<file path="src/rtl/rr_grant_arbiter_pkg.sv">
// Shared definitions for the round-robin grant arbiter: requester count,
// owner id width and the two-state FSM encoding.
package rr_grant_arbiter_pkg;

    localparam int NUM_REQ = 4;
    localparam int ID_W    = 2;

    typedef enum logic {
        ST_IDLE  = 1'b0,
        ST_GRANT = 1'b1
    } arb_state_e;

    // Rotate right so that bit 0 of the result is req[ptr].
    function automatic logic [NUM_REQ-1:0] rotate_req(input logic [NUM_REQ-1:0] req,
                                                      input logic [ID_W-1:0]    ptr);
        logic [NUM_REQ-1:0] rot;
        case (ptr)
            2'd0:    rot = req;
            2'd1:    rot = {req[0],   req[3:1]};
            2'd2:    rot = {req[1:0], req[3:2]};
            2'd3:    rot = {req[2:0], req[3]};
            default: rot = req;
        endcase
        return rot;
    endfunction

endpackage

</file>
<file path="src/rtl/rr_grant_arbiter_dec2to4.sv">
// Enabled 2-to-4 decoder: one-hot of a when e is high, all zero otherwise.
module dec2to4_en
    import rr_grant_arbiter_pkg::*;
(
    input  logic [ID_W-1:0]    a,
    input  logic               e,
    output logic [NUM_REQ-1:0] y
);

    // One-hot decode gated by enable
    always_comb begin
        y = 4'b0000;
        if (e) begin
            y = 4'b0001 << a;
        end else begin
            y = 4'b0000;
        end
    end

endmodule

</file>
<file path="src/rtl/rr_grant_arbiter.sv">
// Four-requester round-robin arbiter; holds a grant until done, request drop
// or hold timeout, with at least one idle cycle between owners.
module rr_grant_arbiter
    import rr_grant_arbiter_pkg::*;
#(
    parameter int HOLD_MAX = 16,
    parameter int HOLD_W   = 5
) (
    input  logic               clk,
    input  logic               rst_n,
    input  logic               en,
    input  logic [NUM_REQ-1:0] req,
    input  logic               done,
    output logic [NUM_REQ-1:0] gnt,
    output logic [ID_W-1:0]    gnt_id,
    output logic               busy,
    output logic               timeout
);

    localparam logic [HOLD_W-1:0] HOLD_LAST = (HOLD_MAX == 0) ? HOLD_W'(0) : HOLD_W'(HOLD_MAX - 1);

    arb_state_e          state_q, state_d;
    logic [ID_W-1:0]     gnt_id_q, gnt_id_d;
    logic [ID_W-1:0]     ptr_q, ptr_d;
    logic [HOLD_W-1:0]   hold_cnt_q, hold_cnt_d;
    logic                busy_q, busy_d;
    logic                timeout_q, timeout_d;

    logic [NUM_REQ-1:0]  rot_s;
    logic [ID_W-1:0]     off_s;
    logic [ID_W-1:0]     winner_s;
    logic                rel_done_s, rel_drop_s, rel_to_s;

    // Wrap-around priority search: rotate by ptr, find first, un-rotate
    always_comb begin
        rot_s = rotate_req(req, ptr_q);
        casez (rot_s)
            4'b???1: off_s = 2'd0;
            4'b??10: off_s = 2'd1;
            4'b?100: off_s = 2'd2;
            4'b1000: off_s = 2'd3;
            default: off_s = 2'd0;
        endcase
        winner_s = ptr_q + off_s;
    end

    // Release conditions of the current grant
    always_comb begin
        rel_done_s = done;
        rel_drop_s = !req[gnt_id_q];
        rel_to_s   = (HOLD_MAX != 0) && (hold_cnt_q == HOLD_LAST);
    end

    // Next-state logic for the FSM, pointer, hold counter and timeout pulse
    always_comb begin
        state_d    = state_q;
        gnt_id_d   = gnt_id_q;
        ptr_d      = ptr_q;
        hold_cnt_d = hold_cnt_q;
        busy_d     = busy_q;
        timeout_d  = 1'b0;
        case (state_q)
            ST_IDLE: begin
                if (en && (req != 4'b0000)) begin
                    gnt_id_d   = winner_s;
                    busy_d     = 1'b1;
                    hold_cnt_d = HOLD_W'(0);
                    state_d    = ST_GRANT;
                end else begin
                    state_d    = ST_IDLE;
                end
            end
            ST_GRANT: begin
                if (rel_done_s || rel_drop_s || rel_to_s) begin
                    busy_d    = 1'b0;
                    ptr_d     = gnt_id_q + 2'd1;
                    state_d   = ST_IDLE;
                    // Only a pure timeout release is flagged
                    timeout_d = rel_to_s && !rel_done_s && !rel_drop_s;
                end else begin
                    hold_cnt_d = hold_cnt_q + HOLD_W'(1);
                end
            end
            default: begin
                state_d = ST_IDLE;
                busy_d  = 1'b0;
            end
        endcase
    end

    // State registers with asynchronous reset
    always_ff @(posedge clk or negedge rst_n) begin
        if (!rst_n) begin
            state_q    <= ST_IDLE;
            gnt_id_q   <= 2'd0;
            ptr_q      <= 2'd0;
            hold_cnt_q <= HOLD_W'(0);
            busy_q     <= 1'b0;
            timeout_q  <= 1'b0;
        end else begin
            state_q    <= state_d;
            gnt_id_q   <= gnt_id_d;
            ptr_q      <= ptr_d;
            hold_cnt_q <= hold_cnt_d;
            busy_q     <= busy_d;
            timeout_q  <= timeout_d;
        end
    end

    dec2to4_en u_dec (
        .a (gnt_id_q),
        .e (busy_q),
        .y (gnt)
    );

    assign gnt_id  = gnt_id_q;
    assign busy    = busy_q;
    assign timeout = timeout_q;

endmodule

</file>
<file path="config.mk">
export PLATFORM = sky130hd
export DESIGN_NAME = rr_grant_arbiter
export DESIGN_NICKNAME = d
export VERILOG_FILES = /design/src/rtl/rr_grant_arbiter_pkg.sv /design/src/rtl/rr_grant_arbiter_dec2to4.sv /design/src/rtl/rr_grant_arbiter.sv
export SDC_FILE = /design/constraint.sdc
export NUM_CORES = 1
export LEC_CHECK = 0
export BUFFER_PORTS_ARGS = -buffer_cell sky130_fd_sc_hd__clkbuf_2
export CAP_MARGIN = 0
export CORE_UTILIZATION = 58
export CTS_CLUSTER_DIAMETER = 60
export DETAILED_ROUTE_END_ITERATION = 12
export PLACE_DENSITY = 0.93
export SYNTH_ARGS = -nofsm -noshare
export SYNTH_HDL_FRONTEND = slang
export SYNTH_SLANG_ARGS = --single-unit
</file>
<file path="constraint.sdc">
create_clock -name clk -period 4.35 [get_ports clk]
set_clock_uncertainty 0.05 [all_clocks]
set_input_delay 0.2175 -clock clk [delete_from_list [all_inputs] [get_ports clk]]
set_output_delay 0.2175 -clock clk [all_outputs]
set_load 0.02 [all_outputs]
</file>
=== Word-level counts from Yosys, hierarchy flattened ===
Index checks and enable logic that the tools add are counted.
Widths: inputs -> output; s select.

* Add/subtract/negate cells: 3
* Order comparisons: 1
* Eq/ne operators: 10
* Shift operators: 1
* Mux-type cells: 16
* Bitwise gates (word level): 1
* Reductions and logical operators: 13

{| class="wikitable"
|+ Operators with widths
! operator !! number
|-
| $pmux 4 s4 || 1
|-
| $mux 5 || 2
|-
| $pmux 5 s2 || 1
|-
| $reduce_and 2->1 || 4
|-
| $mux 1 || 7
|-
| $eq 2x2->1 const B || 3
|-
| $pmux 2 s3 || 1
|-
| $add 5x1->5 const B || 1
|-
| $eq 5x4->1 const B || 1
|-
| $eq 4x4->1 const B || 1
|-
| $mux 4 || 1
|-
| $ne 2x2->1 const B || 2
|-
| $pmux 1 s2 || 2
|-
| $reduce_bool 4->1 || 1
|-
| $shl 1x2->4 const A || 1
|-
| $eq 3x3->1 const B || 1
|-
| $logic_and 1x1->1 || 3
|-
| $lt 2x3->1 const B || 1
|-
| $add 2x1->2 const B || 1
|-
| $add 2x2->2 || 1
|-
| $bmux 1 s2 || 1
|-
| $eq 2x1->1 const B || 1
|-
| $logic_not 1->1 || 2
|-
| $logic_not 2->1 || 1
|-
| 3 further kinds || 4
|}

* Bits in registers: 12
* Output and inout port bits: 8
* Word-level logic and storage cells: 51

=== Depth between registers and ports, before layout ===
Gate-level depths: netlist of the first run.

* Depth in word-level cells: 7
* Gate-level depth with buffers: 9
* Depth with buffers taken out: 8

=== By module ===
Synthesis of the first run repeated with hierarchy kept, for this count alone.

* Cell total of the unflattened synthesis: 90
* Area, all modules: 857.1 um2

{| class="wikitable"
|+ Modules (own cells, without submodules)
! module !! times used !! cells an instance !! area each (um2)
|-
| rr_grant_arbiter || 1 || 86 || 819.5
|-
| dec2to4_en || 1 || 4 || 37.5
|}

=== Worst setup path before layout of the first run ===
OpenSTA, ideal clock, no wires.

* Path kind: register to register
* From: register ptr_q[1]
* To: register gnt_id_q[1] (netlist: gnt_id[1])
* Setup time: 0.070 ns
* Arrival time: 1.837 ns
* Setup slack: 2.393 ns
* Cell stages (with the launch flop): 10
* Path buffers: 1
* Clock period less this slack: 1.957 ns
* Cell sequence: dfrtp_1 clkbuf_1 nand2b_1 a21boi_0 o221ai_1 o21a_1 ha_1 xor2_1 a311o_1 nand3_1

* Cells in the longest elaborated chain, start to end: 5
* Elaborated cells between the ends (all ways): 10
* Those cells by class: add/sub (1); eq/ne (6); mux (2); reduce/logical (1)

{| class="wikitable"
|+ Ends and longest elaborated chain
! what !! RTL line !! source
|-
| from (decl) || rr_grant_arbiter.sv:24 || <nowiki>logic [ID_W-1:0] ptr_q, ptr_d;</nowiki>
|-
| from (signal assigned) || rr_grant_arbiter.sv:103 || <nowiki>ptr_q <= ptr_d;</nowiki>
|-
| $eq 2x2->1, or another cell as far along || rr_grant_arbiter_pkg.sv:17 || <nowiki>case (ptr)</nowiki>
|-
| $pmux 4 s4 || rr_grant_arbiter_pkg.sv:17 ||
|-
| $eq 4x4->1, or another cell as far along || rr_grant_arbiter.sv:37 || <nowiki>casez (rot_s)</nowiki>
|-
| $pmux 2 s3 || rr_grant_arbiter.sv:37 ||
|-
| $add 2x2->2 (*) || rr_grant_arbiter.sv:44 || <nowiki>winner_s = ptr_q + off_s;</nowiki>
|-
| to (signal assigned) || rr_grant_arbiter.sv:102 || <nowiki>gnt_id_q <= gnt_id_d;</nowiki>
|-
| to (decl) || rr_grant_arbiter.sv:23 || <nowiki>logic [ID_W-1:0] gnt_id_q, gnt_id_d;</nowiki>
|}

Mark *: on every way between the ends. The rest lies on a longest branch, timed or not.
A chain may end at the register's enable or synchronous reset.

=== Worst setup path after layout of the first run ===
Ends and elaborated chain as after synthesis.

==> flow_summary.toml, run 1 <==
[run_status]
status = "finished clean"

[power]
pwr-share-comb_pct = 46.5
ir_drop_v = 0.000324
p_int_mw = 0.281
p_sw_mw = 0.227
sequentialPowerShare_pct = 39.6
power_density_mw_per_mm2 = 520
p_sw_share_pct = 44.7
pwr-share-clk_pct = 13.8
p_leak_nw = 0.474

[synthesis]
synth_simple_gate_area_share_pct = 26.5
synth_most_common_cell = "dfrtp_1"
synth_top_flop_cell = "dfrtp_1"
yosysUniqueCellTypes = 39
synth_compound_area_share_pct = 14.7
synth_top_family_by_area = "simple AND/OR/NAND/NOR gates"
async_reset_ff_share_pct = 100
synth-seq-cells = 12
synth_common_cells = "dfrtp_1 (12), o21ai_0 (9), ha_1 (7)"
yosys-top-cells-area = "dfrtp_1 (34%), ha_1 (9.8%), o21ai_0 (5.0%), mux4_2 (5.0%), nor3b_1 (4.2%)"
synth_mux_area_share_pct = 7.43
post-synth-top-area-fraction_pct = 33.7
yosysTopAreaCell = "dfrtp_1"
synth.avg_cell_area_um2 = 9.49
syn_nets = 109
synth-seq-area-share_pct = 33.7
syn_inst = 94
synth_xor_area_share_pct = 0.982
ys_warn_count = 0
synthAdderAreaFrac_pct = 9.82
synth_area_um2 = 892
synth_edf_count = 0

[routing]
post-route-drc-count = 0
ant_nets = 0
via_per_inst = 6.29
drtPass1Iterations = 4
dr.first_iter.drc_count = 13
routed_wl_um = 1760
wl_per_cell_um = 14.5
vias = 761

[timing]
finalCritPeriodShare_pct = 49.1
tns_ns = 0
tightest_slew_ns = 0.573
holdWs_ns = 0.203
slew_headroom_pct = 61.7
max_freq_mhz = 468
rsz0062_at_grt = "no"
maxSlewViolCount = 0
post-route-min-period_ns = 2.13
finalSetupViolCount = 0
hold_violations = 0

[placed_design]
place_area_um2 = 943
port_buffers = 15
dp_hpwl_um = 1330
place_congestion = 0.812

[cts]
cts_tree = "done"
cts_max_level = 1
clk_latency_ns = 0.28
numCtsBuffers = 3
cts_buffer_depth = 2
root_buffer = "clkbuf_4"
cts.reportedPaths.clkPinSlew_ns = 0.07
cts_resized = 0
cts_setup_buffers = 0
clock_sinks = 12

[setup_path]
arrival_ns = 2.29
crit_buf_inv = 0
setup.worst_path.start_class = "flop"
reg2reg_to = "gnt_id[1]"
crit_slowest_cell = "dfrtp_1"
r2r_cells = 8
crit_chain = "nand2b_1 > a21boi_0 > o221ai_1 > o21a_1 > ha_1 > xor2_1 > a311o_1 > nand3_1"
critPathCaptureType = "flop"
critPathMaxStageDelay_ns = 0.51
rrSetupSlack_ns = 2.22
reg2reg_from = "ptr_q[1]"
worst-setup-path-type = "flop to flop"
cp.required_ns = 4.51
cp_max_fo = 12
critPathTopFamily = "compound AO/OA/AOI/OAI gates"

[finish]
drive_gt1_share_pct = 21.7
antenna_cells = 0
fillers = 93
finalNetCount = 123
area_growth_pct = 9.40
multiInputGateArea_um2 = 531
regArea_um2 = 300
design_area_um2 = 976
fin_util_pct = 71.4

[global_route]
grt_usage_pct = 24.1
grt_pass1_wl_um = 2580
gr-total-overflow = 0
first_global_vias = 616
antenna_found_initial = 0
grt_max_degree = 13

[floorplanning]
fp-row-count = 13
start_util_pct = 65.3
chipHeight_um = 41.2
die_area_mm2 = 0.00170
io-pin-count = 16
die_w_um = 41.2
core_area_mm2 = 0.00137

[job]
drv_cap = 0

[hold_path]
min_path_cells = 2
worstHoldEndpoint = "timeout"
hold_start = "done"
hp-class = "input pin to flop"
-- placed cells by master (no fill, tap or decap), types with 2 or more instances in the layout --
| cell type | Yosys | layout |
|---|---|---|
| and2_1 | 4 | 4 |
| and3b_1 | 2 | 2 |
| nor3b_1 | 5 | 5 |
| nand3_1 | 5 | 5 |
| ha_1 | 7 | 7 |
| dfrtp_1 | 12 | 12 |
| mux4_2 | 2 | 2 |
| clkbuf_2 | 0 | 15 |
| a21oi_1 | 2 | 2 |
| o21ai_0 | 9 | 9 |
| nand2b_1 | 4 | 4 |
| nand2_1 | 3 | 3 |
| nor2_1 | 4 | 4 |
| clkbuf_4 | 0 | 3 |
| inv_1 | 5 | 5 |
-- cells by family after synthesis --
| kind of cell | after synthesis |
|---|---|
| AO/OA/AOI/OAI | 20 |
| XOR/XNOR | 1 |
| adder cells (fa/ha/maj) | 7 |
| buffers and inverters | 12 |
| flip-flops | 12 |
| multiplexers | 4 |
| AND/OR/NAND/NOR | 38 |
-- layout make-up --
class	instances	share of cell area [%]
flip-flops and latches	12	30.8
repair buffers	16	8.72
well taps	15	1.92
inverters	5	1.92
clock buffers	3	2.31
multi-input cells	70	54.4
-- worst max-delay path by stage --
stage	start	to	slack (ns)	cells past startpoint
global route	hold_cnt_q[0]	hold_cnt_q[3]	2.11	7
floorplan	ptr_q[1]	gnt_id[1]	2.39	9
finish	ptr_q[1]	gnt_id[1]	2.22	8
global placement	hold_cnt_q[0]	hold_cnt_q[3]	2.34	7
detailed placement	hold_cnt_q[0]	hold_cnt_q[3]	2.25	7
CTS	hold_cnt_q[0]	hold_cnt_q[3]	2.24	7
-- power by group through the flow --
stage          clock network [mW]  logic (mW)  registers [mW]
4_1_cts                    0.0712       0.237           0.200
3_3_place_gp                    0       0.228           0.198
6_report                   0.0703       0.236           0.201
2_1_floorplan                   0       0.182           0.191
5_1_grt                    0.0765       0.269           0.210
3_5_place_dp                    0       0.235           0.203
-- stage by stage --
stage	setup slack (ns)	power, mW	std cells
6_report	2.22	0.508	121
5_1_grt	2.11	0.556	121
4_1_cts	2.24	0.509	121
2_1_floorplan	2.39	0.372	94
3_3_place_gp	2.34	0.426	117
3_5_place_dp	2.25	0.438	117
-- timing repair --
action	in CTS	in global routing
hold endpoints to repair	12	0
hold buffers	1	0
endpoints found under the setup margin	0	0
-- registers in the layout, indices dropped and copies added (netlist names) --
name        flops
timeout         1
hold_cnt_q      5
gnt_id          2
ptr_q           2
state_q         1
busy            1
-- metal layers --
layer  vias up  track usage [%]  wire (um)
met5         -                0          0
met4         0             7.26          0
met3         0             6.52        125
met2        40             43.8        870
met1       360             26.9        759
li1        361                -          -
Power figures use the tool's default switching activity.
==> run 2: changes to the inputs <==
--- a/config.mk
+++ b/config.mk
@@ -7,10 +7,11 @@
 export LEC_CHECK = 0
 export BUFFER_PORTS_ARGS = -buffer_cell sky130_fd_sc_hd__clkbuf_2
 export CAP_MARGIN = 0
-export CORE_UTILIZATION = 58
+export CORE_ASPECT_RATIO = 0.8
+export CORE_UTILIZATION = 48
 export CTS_CLUSTER_DIAMETER = 60
 export DETAILED_ROUTE_END_ITERATION = 12
-export PLACE_DENSITY = 0.93
+export PLACE_DENSITY = 0.84
 export SYNTH_ARGS = -nofsm -noshare
 export SYNTH_HDL_FRONTEND = slang
 export SYNTH_SLANG_ARGS = --single-unit
==> constraint.sdc (replaced) <==
create_clock -name clk -period 1.9 [get_ports clk]
set_clock_uncertainty 0.05 [all_clocks]
set_input_delay 0.095 -clock clk [delete_from_list [all_inputs] [get_ports clk]]
set_output_delay 0.095 -clock clk [all_outputs]
set_load 0.02 [all_outputs]
==> run 2 against run 1 <==
Design area up 9.2%. Via count increased by 2.6%. Cell count grew 12%. Routed wire length rose by 13%. Largest cell class unchanged. Fmax is 18% higher. Sequential share of layout area fell by 2.6 points.
==> flow_summary.toml, run 2 (synthesis gave the netlist of run 1 again) <==
[routing]
routed_wl_um = 1980
wl_per_cell_um = 14.7
via_per_inst = 5.79
dr.first_iter.drc_count = 15
vias = 781
ant_nets = 0
drtPass1Iterations = 4
post-route-drc-count = 0

[setup_path]
critPathMaxStageDelay_ns = 0.39
reg2reg_to = "ptr_q[1]"
critPathCaptureType = "flop"
cpMostUsedCell = "ha_2"
reg2reg_from = "hold_cnt_q[0]"
worst-setup-path-type = "flop to flop"
rrSetupSlack_ns = 0.09
cp_max_fo = 4
crit_chain = "ha_2 > and3_1 > ha_2 > nor2_2 > buf_4 > a21boi_2 > mux2_2"
setup.worst_path.start_class = "flop"
crit_slowest_cell = "dfrtp_1"
r2r_cells = 7
cp.required_ns = 2.01
arrival_ns = 1.92

[global_route]
grt.met3_usage_pct = 8.71
antenna_found_initial = 0
grt_pass1_wl_um = 3110
grt_max_degree = 13
gr-usage-met2_pct = 41.7
top_usage_layer = "met2"
first_global_vias = 709
grt_util_met1_pct = 22.7
gr-total-overflow = 0
grt_usage_pct = 22.6

[cts]
root_buffer = "clkbuf_4"
clk_latency_ns = 0.28
cts_buffer_depth = 2
cts_tree = "done"
cts.reportedPaths.clkPinSlew_ns = 0.07
numCtsBuffers = 3
cts_max_level = 1
clock_sinks = 12

[job]
drv_cap = 0

[finish]
fillers = 151
largest_register = "hold_cnt_q"
design_area_mm2 = 0.00107
drive_gt1_share_pct = 31.9
largest_reg_flops = 5
finalNetCount = 130
antenna_cells = 0
mostFrequentLayoutCells = "clkbuf_2 (15), dfrtp_1 (12), o21ai_0 (8)"
area_growth_pct = 19.5
final_common_cell = "clkbuf_2"

[timing]
hold_violations = 0
maxSlewViolCount = 0
post-route-min-period_ns = 1.81
finalCritPeriodShare_pct = 95.3
tns_ns = 0
slew_headroom_pct = 60.7
finalSetupViolCount = 0
tightest_slew_ns = 0.588
max_freq_mhz = 553

[power]
power_density_mw_per_mm2 = 1220
ir_drop_v = 0.000680
p_leak_nw = 0.511

[hold_path]
hp-class = "input pin to flop"
min_path_cells = 2
worstHoldEndpoint = "timeout"
hold_start = "done"

[floorplanning]
start_util_pct = 53.2
chipHeight_um = 40.6
die_area_mm2 = 0.00204
die_w_um = 50.2
core_area_mm2 = 0.00168
fp-row-count = 13
io-pin-count = 16

[placed_design]
port_buffers = 15
dp_hpwl_um = 1480
place_congestion = 0.858
place_area_um2 = 997

[run_status]
status = "finished clean"
run 2: critical path: cells and delay by family (launching register included):
kind	cells	cell delay (ns)
buffers and inverters	1	0.12
AO/OA/AOI/OAI	1	0.19
adder cells (fa/ha/maj)	2	0.38
flip-flops	1	0.39
AND/OR/NAND/NOR	2	0.21
multiplexers	1	0.36
run 2: per-stage QoR:
step	power, mW	util [%]	worst slack [ns]	std cells	hold slack [ns]
final	1.30	63.6	0.0901	135	0.0780
after global routing	1.38	63.6	-0.0148	135	0.0673
after CTS	1.26	61.5	0.0239	134	0.0618
after detailed placement	1.11	59.5	0.0204	130	-0.0550
after global placement	1.04	59.5	0.0874	130	-0.0547
after floorplan	0.862	-	0.0258	94	-0.251
run 2: repair_timing:
item | 4_1_cts | 5_1_grt
endpoints found under the hold margin | 12 | 0
setup buffers | 0 | 1
resized for setup | 0 | 7
setup endpoints to repair | 0 | 4
hold buffers | 1 | 0
run 2: metal layers:
metal | share of wire [%] | up-vias
li1 | - | 370
met1 | 41 | 375
met2 | 51 | 27
met3 | 5.8 | 9
met4 | 2.2 | 0
met5 | 0 | -
run 2: power breakdown:
part           leakage [nW]  internal (mW)  switching [mW]
Sequential            0.154          0.330          0.0933
Combinational         0.344          0.329           0.389
Clock                0.0138         0.0736          0.0818
Total                 0.511          0.733           0.564
run 2: area by class of cell:
| type | count | area (um^2) | area share [%] |
|---|---|---|---|
| multi-input cells | 70 | 559 | 52.5 |
| flip-flops and latches | 12 | 300 | 28.2 |
| repair buffers | 23 | 138 | 12.9 |
| well taps | 22 | 27.5 | 2.58 |
| clock buffers | 3 | 22.5 | 2.11 |
| inverters | 5 | 18.8 | 1.76 |
run 2: worst max-delay path by stage:
| stage | from | to | cells past startpoint |
|---|---|---|---|
| final | hold_cnt_q[0] | ptr_q[1] | 7 |
| after global placement | hold_cnt_q[0] | hold_cnt_q[3] | 7 |
| after detailed placement | hold_cnt_q[0] | hold_cnt_q[3] | 8 |
| after CTS | hold_cnt_q[0] | hold_cnt_q[3] | 8 |
| after global routing | ptr_q[1] | gnt_id[1] | 8 |
| after floorplan | ptr_q[1] | gnt_id[1] | 9 |
